===== config.mk =====
export PLATFORM = sky130hd
export DESIGN_NAME = hwag_event_scheduler
export DESIGN_NICKNAME = d
export VERILOG_FILES = /design/src/rtl/hwag_event_scheduler.sv
export SDC_FILE = /design/constraint.sdc
export NUM_CORES = 1
export LEC_CHECK = 0
export ABC_CLOCK_PERIOD_IN_PS = 2000
export BUFFER_PORTS_ARGS = -buffer_cell sky130_fd_sc_hd__buf_2
export CAP_MARGIN = 20
export CELL_PAD_IN_SITES_DETAIL_PLACEMENT = 1
export CELL_PAD_IN_SITES_GLOBAL_PLACEMENT = 2
export CORE_ASPECT_RATIO = 2
export CORE_UTILIZATION = 44
export CTS_CLUSTER_SIZE = 25
export DETAILED_ROUTE_END_ITERATION = 8
export PLACE_DENSITY_LB_ADDON = 0.12
export SETUP_SLACK_MARGIN = 0.02
export SYNTH_ARGS = -nofsm -noshare
export SYNTH_HDL_FRONTEND = slang
export SYNTH_SLANG_ARGS = --single-unit
export TNS_END_PERCENT = 100

===== constraint.sdc =====
create_clock -name clk -period 2 [get_ports clk]
set_clock_uncertainty 0.1 [all_clocks]
set_input_delay 0.1 -clock clk [delete_from_list [all_inputs] [get_ports clk]]
set_output_delay 0.1 -clock clk [all_outputs]
set_load 0.01 [all_outputs]

===== src/rtl/hwag_event_scheduler.sv =====
// ---------------------------------------------------------------------------
// hwag_event_scheduler
//
// Angle-driven output scheduler for the hardware angle generator. Each of
// NCH channels has an on-angle and an off-angle. While the engine is
// synchronised, a scan index visits one channel per clock. The visited
// channel's two-state FSM is compared against the current crank angle.
// Angles and the enable mask are written into shadow registers. The shadows
// are copied into the active set at each angle wrap, and on every clock
// while the engine is not synchronised.
//
// Optional feature: define HWAG_SCHED_IRQ_EN to build the event pulse on
// evt_if. Without it, evt_if is tied to 0.
//
// Parameters
//   NCH        number of output channels (2..8)
//   AW         angle width; legal angles are 0..3839
//
// Ports
//   clk        clock
//   rst        asynchronous reset, active low
//   hwag_start engine synchronised; 0 stops scanning and forces all channels off
//   acnt       current crank angle
//   acnt_e_top one-cycle pulse at the angle wrap (3839 -> 0)
//   we         configuration write strobe
//   addr       configuration address: 2k on-angle, 2k+1 off-angle, 16 enable mask
//   wdata      configuration write data
//   ch_out     channel drive outputs (registered FSM state)
//   evt_if     one-clock pulse after angle-match transitions (optional)
// ---------------------------------------------------------------------------
module hwag_event_scheduler #(
    parameter int NCH = 4,
    parameter int AW  = 12
) (
    input  logic           clk,
    input  logic           rst,
    input  logic           hwag_start,
    input  logic [AW-1:0]  acnt,
    input  logic           acnt_e_top,
    input  logic           we,
    input  logic [4:0]     addr,
    input  logic [15:0]    wdata,
    output logic [NCH-1:0] ch_out,
    output logic           evt_if
);

    localparam int SW = (NCH > 1) ? $clog2(NCH) : 1;
    // Largest angle that can ever match; larger stored values stay inert.
    localparam logic [AW-1:0] ANG_MAX = AW'(3839);

    typedef enum logic {
        ST_OFF = 1'b0,
        ST_ON  = 1'b1
    } state_t;

    logic [AW-1:0]  r_sh_on  [NCH];
    logic [AW-1:0]  r_sh_off [NCH];
    logic [AW-1:0]  r_on     [NCH];
    logic [AW-1:0]  r_off    [NCH];
    logic [NCH-1:0] r_sh_mask;
    logic [NCH-1:0] r_mask;
    logic [SW-1:0]  r_scan;
    state_t         r_state     [NCH];
    state_t         w_state_nxt [NCH];
    logic           w_copy;
    logic           w_evt_now;
    logic           w_unused_wdata;

    // Upper wdata bits are architecturally don't-care.
    assign w_unused_wdata = ^wdata;

    assign w_copy = acnt_e_top | ~hwag_start;

    // Shadow and active configuration. The active set samples the shadow
    // value from before this clock, so a write on a copy clock waits for
    // the next copy.
    always_ff @(posedge clk or negedge rst) begin
        if (!rst) begin
            for (int k = 0; k < NCH; k++) begin
                r_sh_on[k]  <= '0;
                r_sh_off[k] <= '0;
                r_on[k]     <= '0;
                r_off[k]    <= '0;
            end
            r_sh_mask <= '0;
            r_mask    <= '0;
        end else begin
            if (we) begin
                for (int k = 0; k < NCH; k++) begin
                    if (addr == 5'(2 * k))
                        r_sh_on[k] <= wdata[AW-1:0];
                    if (addr == 5'(2 * k + 1))
                        r_sh_off[k] <= wdata[AW-1:0];
                end
                if (addr == 5'd16)
                    r_sh_mask <= wdata[NCH-1:0];
            end
            if (w_copy) begin
                for (int k = 0; k < NCH; k++) begin
                    r_on[k]  <= r_sh_on[k];
                    r_off[k] <= r_sh_off[k];
                end
                r_mask <= r_sh_mask;
            end
        end
    end

    // Scan index: one channel per clock while synchronised, parked at 0 otherwise.
    always_ff @(posedge clk or negedge rst) begin
        if (!rst)
            r_scan <= '0;
        else if (!hwag_start)
            r_scan <= '0;
        else if (r_scan == SW'(NCH - 1))
            r_scan <= '0;
        else
            r_scan <= r_scan + 1'b1;
    end

    // Channel FSM state registers; their value is the channel output.
    always_ff @(posedge clk or negedge rst) begin
        if (!rst) begin
            for (int k = 0; k < NCH; k++)
                r_state[k] <= ST_OFF;
        end else begin
            for (int k = 0; k < NCH; k++)
                r_state[k] <= w_state_nxt[k];
        end
    end

    // Next-state logic. Only the scanned channel can move on an angle match.
    // Equal on/off angles never turn a channel on. A cleared enable bit drops
    // the channel when it is next scanned, and it does not count as an event.
    always_comb begin
        w_evt_now = 1'b0;
        for (int k = 0; k < NCH; k++)
            w_state_nxt[k] = r_state[k];
        if (!hwag_start) begin
            for (int k = 0; k < NCH; k++)
                w_state_nxt[k] = ST_OFF;
        end else begin
            for (int k = 0; k < NCH; k++) begin
                if (r_scan == SW'(k)) begin
                    case (r_state[k])
                        ST_OFF: begin
                            if (r_mask[k] && (acnt == r_on[k]) &&
                                (r_on[k] != r_off[k]) && (r_on[k] <= ANG_MAX)) begin
                                w_state_nxt[k] = ST_ON;
                                w_evt_now      = 1'b1;
                            end
                        end
                        ST_ON: begin
                            if (!r_mask[k]) begin
                                w_state_nxt[k] = ST_OFF;
                            end else if ((acnt == r_off[k]) && (r_off[k] <= ANG_MAX)) begin
                                w_state_nxt[k] = ST_OFF;
                                w_evt_now      = 1'b1;
                            end
                        end
                        default: w_state_nxt[k] = ST_OFF;
                    endcase
                end
            end
        end
    end

    always_comb begin
        ch_out = '0;
        for (int k = 0; k < NCH; k++)
            ch_out[k] = (r_state[k] == ST_ON);
    end

`ifdef HWAG_SCHED_IRQ_EN
    // Events are gathered over one full scan and reported once at the end
    // of that scan. Matches on the same angle therefore merge into one pulse.
    // Stopping the engine flushes whatever was gathered so far.
    logic r_evt_acc;
    logic r_evt;
    logic w_flush;

    assign w_flush = ~hwag_start | (r_scan == SW'(NCH - 1));

    always_ff @(posedge clk or negedge rst) begin
        if (!rst) begin
            r_evt_acc <= 1'b0;
            r_evt     <= 1'b0;
        end else begin
            r_evt_acc <= w_flush ? 1'b0 : (r_evt_acc | w_evt_now);
            r_evt     <= w_flush & (r_evt_acc | w_evt_now);
        end
    end

    assign evt_if = r_evt;
`else
    logic w_unused_evt;
    assign w_unused_evt = w_evt_now;
    assign evt_if       = 1'b0;
`endif

endmodule


==> results_dict.tcl, run 1 <==
set metrics [dict create \
    synthMuxAreaShare 0.235 \
    fp.dieArea_um2 22200 \
    detail-route-antenna-nets 0 \
    reg2regPathDepth 7 \
    seqCellArea_um2 5150 \
    rsz0062_at_grt "false" \
    synth_area_leaders "dfrtp_1 (54%), mux2_2 (23%), xnor2_1 (7.2%)" \
    firstDrtPassIters 4 \
    num-fill-cells 2131 \
    synth_fa_ha_area_frac 0.00526 \
    synth_flop_cell "dfrtp_1" \
    synth_top_family_by_area "multiplexers" \
    start_util 0.450 \
    timing.rr.start "r_scan[0]" \
    cts.sinks 206 \
    required_ps 2270 \
    coreArea_um2 21100 \
    p_total_mw 12.1 \
    synthSimpleGateAreaFrac 0.0522 \
    hpwl_mm 17.2 \
    antenna_found_initial 0 \
    yosysTopAreaCellShare 0.542 \
    design_area_um2 10900 \
    ys_async_sr_fraction 1.00 \
    slew_headroom 0.595 \
    root_buffer "clkbuf_16" \
    synth_nets 738 \
    timing.rr.end "ch_out[0]" \
    fmax_mhz 581 \
    post_drt_wl_per_cell_um 24.2 \
    maxSlewViolCount 0 \
    yosys-top-cells-count "dfrtp_1 (206), mux2_2 (198), xnor2_1 (78), xor2_1 (58), buf_2 (23)" \
    io_pins 43 \
    endpoint_kind "register" \
    grt_overflow 0 \
    grt_pass1_vias 6592 \
    finalSetupViolations 0 \
    status "finished clean" \
    drive_above_1_share 0.380 \
    gp_congestion 0.877 \
    setup_tns_ps 0 \
    grt_use_total 0.240 \
    crit_arrival_ps 1990 \
    io_buffers 37 \
    fin_nets 794 \
    synth_edf_count 0 \
    htree_levels 1 \
    cts_buffers 20 \
    peakVddDrop_v 0.000684 \
    avgSynthCellArea_um2 13.7 \
    instances_no_fill 1035 \
    hold_path_end "r_sh_off[7]" \
    fin_crit_ps 1720 \
    synthMostInstantiatedCell "dfrtp_1" \
    worst-path-max-fanout 3 \
    min_from "wdata[7]" \
    syn_area_um2 9510 \
    areaGrowthSynthToFinish_pct 14.6 \
    fp.dieW_um 106 \
    power_density_nw_per_um2 1110 \
    synth_xor_area_frac 0.125 \
    cellLeakagePower_nw 4.96 \
    worstMarginPinSlew_ps 608 \
    multi_input_area_um2 4130 \
    place_inst 986 \
    dr_total_vias 5710 \
    cts_tree "yes" \
    holdPathStages 2 \
    grt_max_degree 67 \
    yosysSeqAreaShare 0.542 \
    grt_pass1_wl_mm 39.3 \
    place_area_um2 10000 \
    synth_top_area_cell "dfrtp_1" \
    cts_max_path_buffers 3 \
    worstHoldPathType "in2reg" \
    yosys.cell_types.count 32 \
    fp-row-count 75 \
    ys_seq_elements 206 \
    die_h_um 210 \
    drc 0 \
    routed_via_density 5.52 \
    period_share 0.860 \
    antenna_cells 0 \
    critPathLaunchType "register" \
    critPathKind "reg2reg" \
    clk_pin_slew_worst_paths_ps 70 \
    clk-insertion-delay-late_ps 500 \
    regToRegSetupSlack_ps 280 \
    drv_cap 0 \
    synth_compound_area_frac 0.0155 \
    final_hold_viol_count 0 \
    dr.first_iter.drc_count 146 \
    yosys_warnings 0 \
    synth_cells 696 \
    drt_wl_total_mm 25.1 \
]
==> timing repair <==
item	4_1_cts	5_1_grt
hold buffers	13	0
hold endpoints to repair	261	0
buffers inserted	0	0
resized for setup	0	0
==> sequential cells by signal, summed over array words and instances, names as in the netlist <==
signal and count:
r_mask 4, r_on 48, r_sh_mask 4, ch_out 4, r_scan 2, r_sh_on 48, r_off 48, r_sh_off 48
==> worst max-delay path: stages, from the launching register on <==
cell and delay [ps]:
dfrtp_1 410, inv_1 120, ha_1 250, nand2_1 70, a21oi_1 140, nand4_1 100, nor4_1 320, nor3_1 90
==> layer usage <==
metal,share of wire,global-route usage,up-vias,wire [um]
li1,-,-,2540,-
met3,0.024,0.0236,34,612
met5,0,0,-,0
met1,0.39,0.280,3060,9760
met2,0.56,0.453,76,14000
met4,0.030,0.0805,0,757
==> where the power goes <==
part | switching [mW] | internal (mW)
sequential | 0.767 | 5.01
combinational | 0.937 | 1.24
clock | 1.64 | 2.52
==> through the flow <==
stage                     hold WS [ps]  utilization  setup slack (ps)
final                             46.4        0.516               279
after global routing              54.1        0.516              69.4
after CTS                         50.6        0.516               309
after detailed placement          45.0        0.475               321
after global placement            31.2        0.475               370
after floorplan                   -296            -               591
==> worst max-delay path by stage <==
stage,from,endpoint,slack [ps],cells after the start
floorplan,r_scan[0],ch_out[2],590,7
global placement,addr[3],r_sh_off[7],370,5
detailed placement,addr[3],r_sh_off[5],320,5
CTS,r_scan[0],ch_out[0],310,7
global route,r_scan[0],ch_out[0],70,7
finish,r_scan[0],ch_out[0],280,7
==> layout make-up <==
cell class,count,share of cell area
well taps,269,0.0309
repair buffers,66,0.0465
clock inverters,12,0.0160
clock buffers,24,0.0511
flip-flops and latches,206,0.473
multi-input cells,448,0.379
inverters,10,0.00345
==> layout by cell type, fill, tap and decap left out, types with 5 or more instances in the layout <==
cell type / instances
dfrtp_1: 206
buf_2: 36
nand4_1: 20
mux2_2: 198
nand3_1: 10
nor4_1: 20
buf_12: 5
a21oi_1: 8
o21ai_0: 11
buf_4: 11
dlygate4sd3_1: 13
clkbuf_16: 21
xor2_1: 58
nor3_1: 5
nand2_1: 14
xnor2_1: 78
inv_1: 10
==> logic make-up (layout without fill, tap and decap cells) <==
logic type               after synthesis  in the layout
flip-flops                           206            206
multiplexers                         198            198
XOR/XNOR                             136            136
AND/OR/NAND/NOR                       83             83
buffers and inverters                 42            112
AO/OA/AOI/OAI                         26             26
adder cells (fa/ha/maj)                4              4
other                                  1              1
(Power assumes the default switching activity.)
==> run 2: changes to the inputs <==
--- a/config.mk
+++ b/config.mk
@@ -11,7 +11,7 @@
 export CELL_PAD_IN_SITES_DETAIL_PLACEMENT = 1
 export CELL_PAD_IN_SITES_GLOBAL_PLACEMENT = 2
 export CORE_ASPECT_RATIO = 2
-export CORE_UTILIZATION = 44
+export CORE_UTILIZATION = 25
 export CTS_CLUSTER_SIZE = 25
 export DETAILED_ROUTE_END_ITERATION = 8
 export PLACE_DENSITY_LB_ADDON = 0.12
==> results_dict.tcl, run 2 (synthesis results as in run 1) <==
set metrics [dict create \
    critPathLaunchType "register" \
    cts_buffers 22 \
    io_buffers 37 \
    rsz0062_at_grt "false" \
    critPathKind "reg2reg" \
    timing.rr.start "r_scan[1]" \
    io_pins 43 \
    design_area_um2 11100 \
    status "finished with violations" \
    reg2regPathDepth 6 \
    routed_via_density 4.55 \
    fin_util 0.297 \
    clk_pin_slew_worst_paths_ps 60 \
    final_common_cell "dfrtp_1" \
    power_density_nw_per_um2 1080 \
    htree_levels 1 \
    place_area_um2 10300 \
    drc 0 \
    firstDrtPassIters 4 \
    post_cts_buffers 0 \
    clk-insertion-delay-late_ps 520 \
    cp.buffers_inverters 1 \
    crit_arrival_ps 1970 \
    place_inst 1178 \
    cpMaxStageDelayCell "dfrtp_1" \
    crit_cells 6 \
    hold_path_end "r_sh_on[42]" \
    required_ps 2300 \
    cts_max_path_buffers 3 \
    cellLeakagePower_nw 4.95 \
    instances_no_fill 1225 \
    antenna_cells 0 \
    coreArea_um2 37300 \
    fin_crit_ps 1670 \
    hpwl_mm 20.1 \
    drt_wl_total_mm 28.5 \
    finalSetupViolations 0 \
    drive_above_1_share 0.384 \
    setup_ws_ps 329 \
    fin_nets 793 \
    worst-path-max-fanout 3 \
    areaGrowthSynthToFinish_pct 16.6 \
    setup_tns_ps 0 \
    grt_use_total 0.157 \
    fp-row-count 100 \
    root_buffer "clkbuf_16" \
    drv_cap 0 \
    timing.rr.end "ch_out[1]" \
    peakVddDrop_v 0.000567 \
    fp.dieArea_um2 38900 \
    cpPeakStageDelay_ps 410 \
    dr.first_iter.drc_count 166 \
    violations "hold timing" \
    holdPathStages 2 \
    dr_total_vias 5573 \
    cp_top_family "compound AO/OA/AOI/OAI gates" \
    slew_headroom 0.622 \
    detail-route-antenna-nets 0 \
    final_cell_mix "dfrtp_1 (206), mux2_2 (198), xnor2_1 (78)" \
    grt_pass1_wl_mm 44.0 \
    period_share 0.835 \
    holdWs_ps -9.05 \
    regToRegSetupSlack_ps 330 \
    fp.dieW_um 140 \
    cts.sinks 206 \
    antenna_found_initial 1 \
    die_h_um 278 \
    fmax_mhz 598 \
    grt_max_degree 66 \
    post_drt_wl_per_cell_um 23.3 \
    final_hold_viol_count 4 \
    min_from "wdata[6]" \
    dp_slack_ps 294 \
    worstMarginPinSlew_ps 567 \
    cts_tree "yes" \
    maxSlewViolCount 0 \
    path_cells "inv_1 -> ha_1 -> o2111ai_1 -> nor4_1 -> a31oi_1 -> o21a_1" \
    gp_congestion 0.755 \
    endpoint_kind "register" \
    grt_pass1_vias 6550 \
    grt_overflow 0 \
    worstHoldPathType "in2reg" \
    num-fill-cells 4006 \
    start_util 0.255 \
]
run 2: changes by cell type in the layout (fill, tap and decap cells not counted), sizes merged:
| cell | change |
|---|---|
| bufinv | -4 |
| buf | +3 |
| inv | -1 |
| clkbuf | +7 |
| dlygate4sd3 | -5 |
run 2: area by class of cell:
class / count / area (um^2) / share of cell area
clock buffers: 32 / 669 / 0.0604
clock inverters: 7 / 41.3 / 0.00372
inverters: 10 / 37.5 / 0.00338
multi-input cells: 448 / 4130 / 0.372
flip-flops and latches: 206 / 5150 / 0.465
well taps: 459 / 574 / 0.0518
repair buffers: 63 / 485 / 0.0438
run 2: worst max-delay path by stage:
stage	endpoint	from	slack (ps)
floorplan	ch_out[2]	r_scan[0]	590
global placement	r_sh_off[8]	addr[3]	320
global route	ch_out[0]	r_scan[0]	220
detailed placement	r_sh_off[11]	addr[3]	290
CTS	ch_out[1]	r_scan[1]	310
finish	ch_out[1]	r_scan[1]	330
run 2: per-layer routing:
metal | global-route usage | routed length [um] | share of wire
met5 | 0 | 13 | 0.00046
met4 | 0.0547 | 815 | 0.029
met3 | 0.0178 | 641 | 0.023
met2 | 0.300 | 16100 | 0.57
met1 | 0.176 | 10900 | 0.38
run 2: power breakdown:
| part | leakage (nW) | switching [mW] | internal (mW) |
|---|---|---|---|
| Clock | 0.354 | 1.71 | 2.32 |
| Sequential | 2.64 | 0.772 | 5.01 |
| Combinational | 1.95 | 0.942 | 1.24 |
run 2: what timing repair did:
item                                   in CTS  in global routing
gates resized for setup                     0                  0
endpoints found under the hold margin     236                  0
hold buffers                                8                  0
run 2: worst reg2reg max path, stage by stage (launching register included):
cell       delay [ps]
dfrtp_1           410
inv_1              90
ha_1              300
o2111ai_1         160
nor4_1            250
a31oi_1           130
o21a_1            120
run 2: metrics by stage:
step	hold slack [ps]	total power, mW
after detailed placement	-15.5	8.09
after floorplan	-296	7.21
after global placement	-21.4	8.00
final	-9.05	12.0
after global routing	12.8	12.7
after CTS	0.291	12.3
==> run 3: changes to the inputs <==
--- a/config.mk
+++ b/config.mk
@@ -5,7 +5,8 @@
 export SDC_FILE = /design/constraint.sdc
 export NUM_CORES = 1
 export LEC_CHECK = 0
-export ABC_CLOCK_PERIOD_IN_PS = 2000
+export ABC_AREA = 1
+export ABC_CLOCK_PERIOD_IN_PS = 1500
 export BUFFER_PORTS_ARGS = -buffer_cell sky130_fd_sc_hd__buf_2
 export CAP_MARGIN = 20
 export CELL_PAD_IN_SITES_DETAIL_PLACEMENT = 1
==> constraint.sdc (replaced) <==
create_clock -name clk -period 1.5 [get_ports clk]
set_clock_uncertainty 0.1 [all_clocks]
set_input_delay 0.075 -clock clk [delete_from_list [all_inputs] [get_ports clk]]
set_output_delay 0.075 -clock clk [all_outputs]
set_load 0.01 [all_outputs]
==> results_dict.tcl, run 3 <==
set metrics [dict create \
    final_hold_viol_count 3 \
    antenna_cells 0 \
    firstDrtPassIters 4 \
    yosys.cell_types.count 31 \
    maxSlewViolCount 0 \
    final_common_cell "nand2_1" \
    fmax_mhz 671 \
    clk-insertion-delay-late_ps 530 \
    peakVddDrop_v 0.000629 \
    syn_area_um2 9850 \
    grt_max_degree 47 \
    coreArea_um2 38800 \
    drt_wl_total_mm 38.1 \
    fp.dieW_um 142 \
    holdPathStages 5 \
    synth_nets 1185 \
    min_from "addr[3]" \
    p_int_mw 12.3 \
    finalSetupViolations 0 \
    dr_total_vias 8081 \
    cts.sinks 206 \
    grt_overflow 0 \
    grt_pass1_wl_mm 57.2 \
    synth_cells 1143 \
    detail-route-antenna-nets 0 \
    reg2regPathDepth 9 \
    timing.rr.end "ch_out[3]" \
    cellLeakagePower_nw 6.08 \
    dr.first_iter.drc_count 292 \
    yosys_warnings 0 \
    io_pins 43 \
    grt_use_total 0.200 \
    synth_top_area_cell "dfrtp_1" \
    worstHoldPathType "in2reg" \
    rsz0062_at_grt "true" \
    start_util 0.254 \
    io_buffers 37 \
    required_ps 1830 \
    critPathKind "reg2reg" \
    clk_pin_slew_worst_paths_ps 60 \
    critPathLaunchType "register" \
    yosys-top-cells-count "nand2_1 (350), dfrtp_1 (206), o21ai_0 (140), inv_1 (100), nor2_1 (61)" \
    cts_buffers 22 \
    combinationalPowerShare 0.214 \
    hold_path_end "r_sh_off[4]" \
    post_drt_wl_per_cell_um 20.8 \
    endpoint_kind "register" \
    power_frac_clock 0.362 \
    violations "hold timing" \
    antenna_found_initial 1 \
    synth_area_leaders "dfrtp_1 (52%), nand2_1 (13%), o21ai_0 (7.1%)" \
    avgSynthCellArea_um2 8.62 \
    grt_pass1_vias 8666 \
    p_sw_mw 5.40 \
    status "finished with violations" \
    gp_congestion 0.792 \
    routed_via_density 4.41 \
    period_share 0.994 \
    holdWs_ps -21.6 \
    root_buffer "clkbuf_16" \
    areaGrowthSynthToFinish_pct 29.6 \
    fin_crit_ps 1490 \
    synthMostInstantiatedCell "nand2_1" \
    drive_above_1_share 0.218 \
    htree_levels 1 \
    fp.dieArea_um2 40300 \
    ys_async_sr_fraction 1.00 \
    fp-row-count 102 \
    drv_cap 0 \
    drc 0 \
    timing.rr.start "r_off[11]" \
    worst-path-max-fanout 2 \
    final_cell_mix "nand2_1 (339), dfrtp_1 (202), o21ai_0 (140)" \
    synth_flop_cell "dfrtp_1" \
    yosysSeqAreaShare 0.523 \
    seqPwrFrac 0.423 \
    hpwl_mm 28.7 \
    cts_tree "yes" \
    ys_seq_elements 206 \
    power_density_nw_per_um2 1390 \
    setup_tns_ps 0 \
    yosysTopAreaCellShare 0.523 \
    crit_arrival_ps 1820 \
    synth_edf_count 0 \
    swShare 0.305 \
    die_h_um 283 \
    regToRegSetupSlack_ps 9 \
    cts_max_path_buffers 3 \
    fin_nets 1338 \
]
## run 3: cell count changes after synthesis, sizes merged, moves of 20 or more
cell   change
inv       +98
mux2     -161
nand2    +346
nor2      +61
nor4      -20
o21ai    +180
xnor2     -34
xor2      -35
## run 3: power groups by stage
stage / clock, mW / sequential [mW] / combinational (mW)
6_report: 6.42 / 7.51 / 3.80
5_1_grt: 6.81 / 7.66 / 4.30
4_1_cts: 6.67 / 7.51 / 3.83
3_5_place_dp: 0 / 7.60 / 3.67
3_3_place_gp: 0 / 7.58 / 3.63
2_1_floorplan: 0 / 7.32 / 2.21
## run 3: metal layers
metal  GRT usage  up-vias  share of wire
li1            -     3934              -
met1       0.212     3982           0.37
met2       0.395      115           0.57
met3      0.0174       50          0.023
met4      0.0855        0          0.042
met5           0        -              0
## run 3: critical path, cell delays in order (launching register included)
cell and delay, ps:
dfrtp_1 410, buf_6 130, nand4_1 80, nand3_1 90
nor3_2 200, nand3_1 130, nand2_1 100, nand2_2 60
nand2_1 60, inv_1 30
## run 3: kinds of logic after synthesis
group                    synth area share
other                            0.000381
multiplexers                       0.0423
XOR/XNOR                           0.0596
flip-flops                          0.523
buffers and inverters              0.0710
AND/OR/NAND/NOR                     0.189
adder cells (fa/ha/maj)           0.00508
AO/OA/AOI/OAI                       0.109
## run 3: final cells by class
| type | count | area [um^2] |
|---|---|---|
| fill | 4622 | 26000 |
| sequential | 206 | 5160 |
| multi-input combinational | 783 | 4090 |
| timing repair buffer | 175 | 1620 |
| tap | 520 | 651 |
| clock buffer | 26 | 617 |
| inverter | 108 | 405 |
| clock inverter | 14 | 228 |
## run 3: worst max path at each step
stage              start         to  slack, ps
3_5_place_dp     acnt[4]  ch_out[2]       -160
2_1_floorplan   r_on[32]  ch_out[1]        280
4_1_cts        r_off[11]  ch_out[3]        -10
6_report       r_off[11]  ch_out[3]          9
3_3_place_gp    r_on[47]  ch_out[0]       -130
5_1_grt         r_on[17]  ch_out[2]        -80
## run 3: timing repair
item	4_1_cts	5_1_grt
resized for setup	13	31
pin swaps	7	10
setup buffers	2	7
hold buffers	30	0
endpoints found under the hold margin	300	0
endpoints found under the setup margin	4	8
## run 3: stage by stage
step	util	setup slack (ps)	total power, mW	instances	area, um^2
4_1_cts	0.327	-11.0	18.0	1827	12700
3_3_place_gp	0.296	-135	11.2	1756	11500
6_report	0.329	8.88	17.7	1832	12800
2_1_floorplan	-	276	9.53	1143	9850
3_5_place_dp	0.296	-155	11.3	1756	11500
5_1_grt	0.329	-84.8	18.8	1832	12800
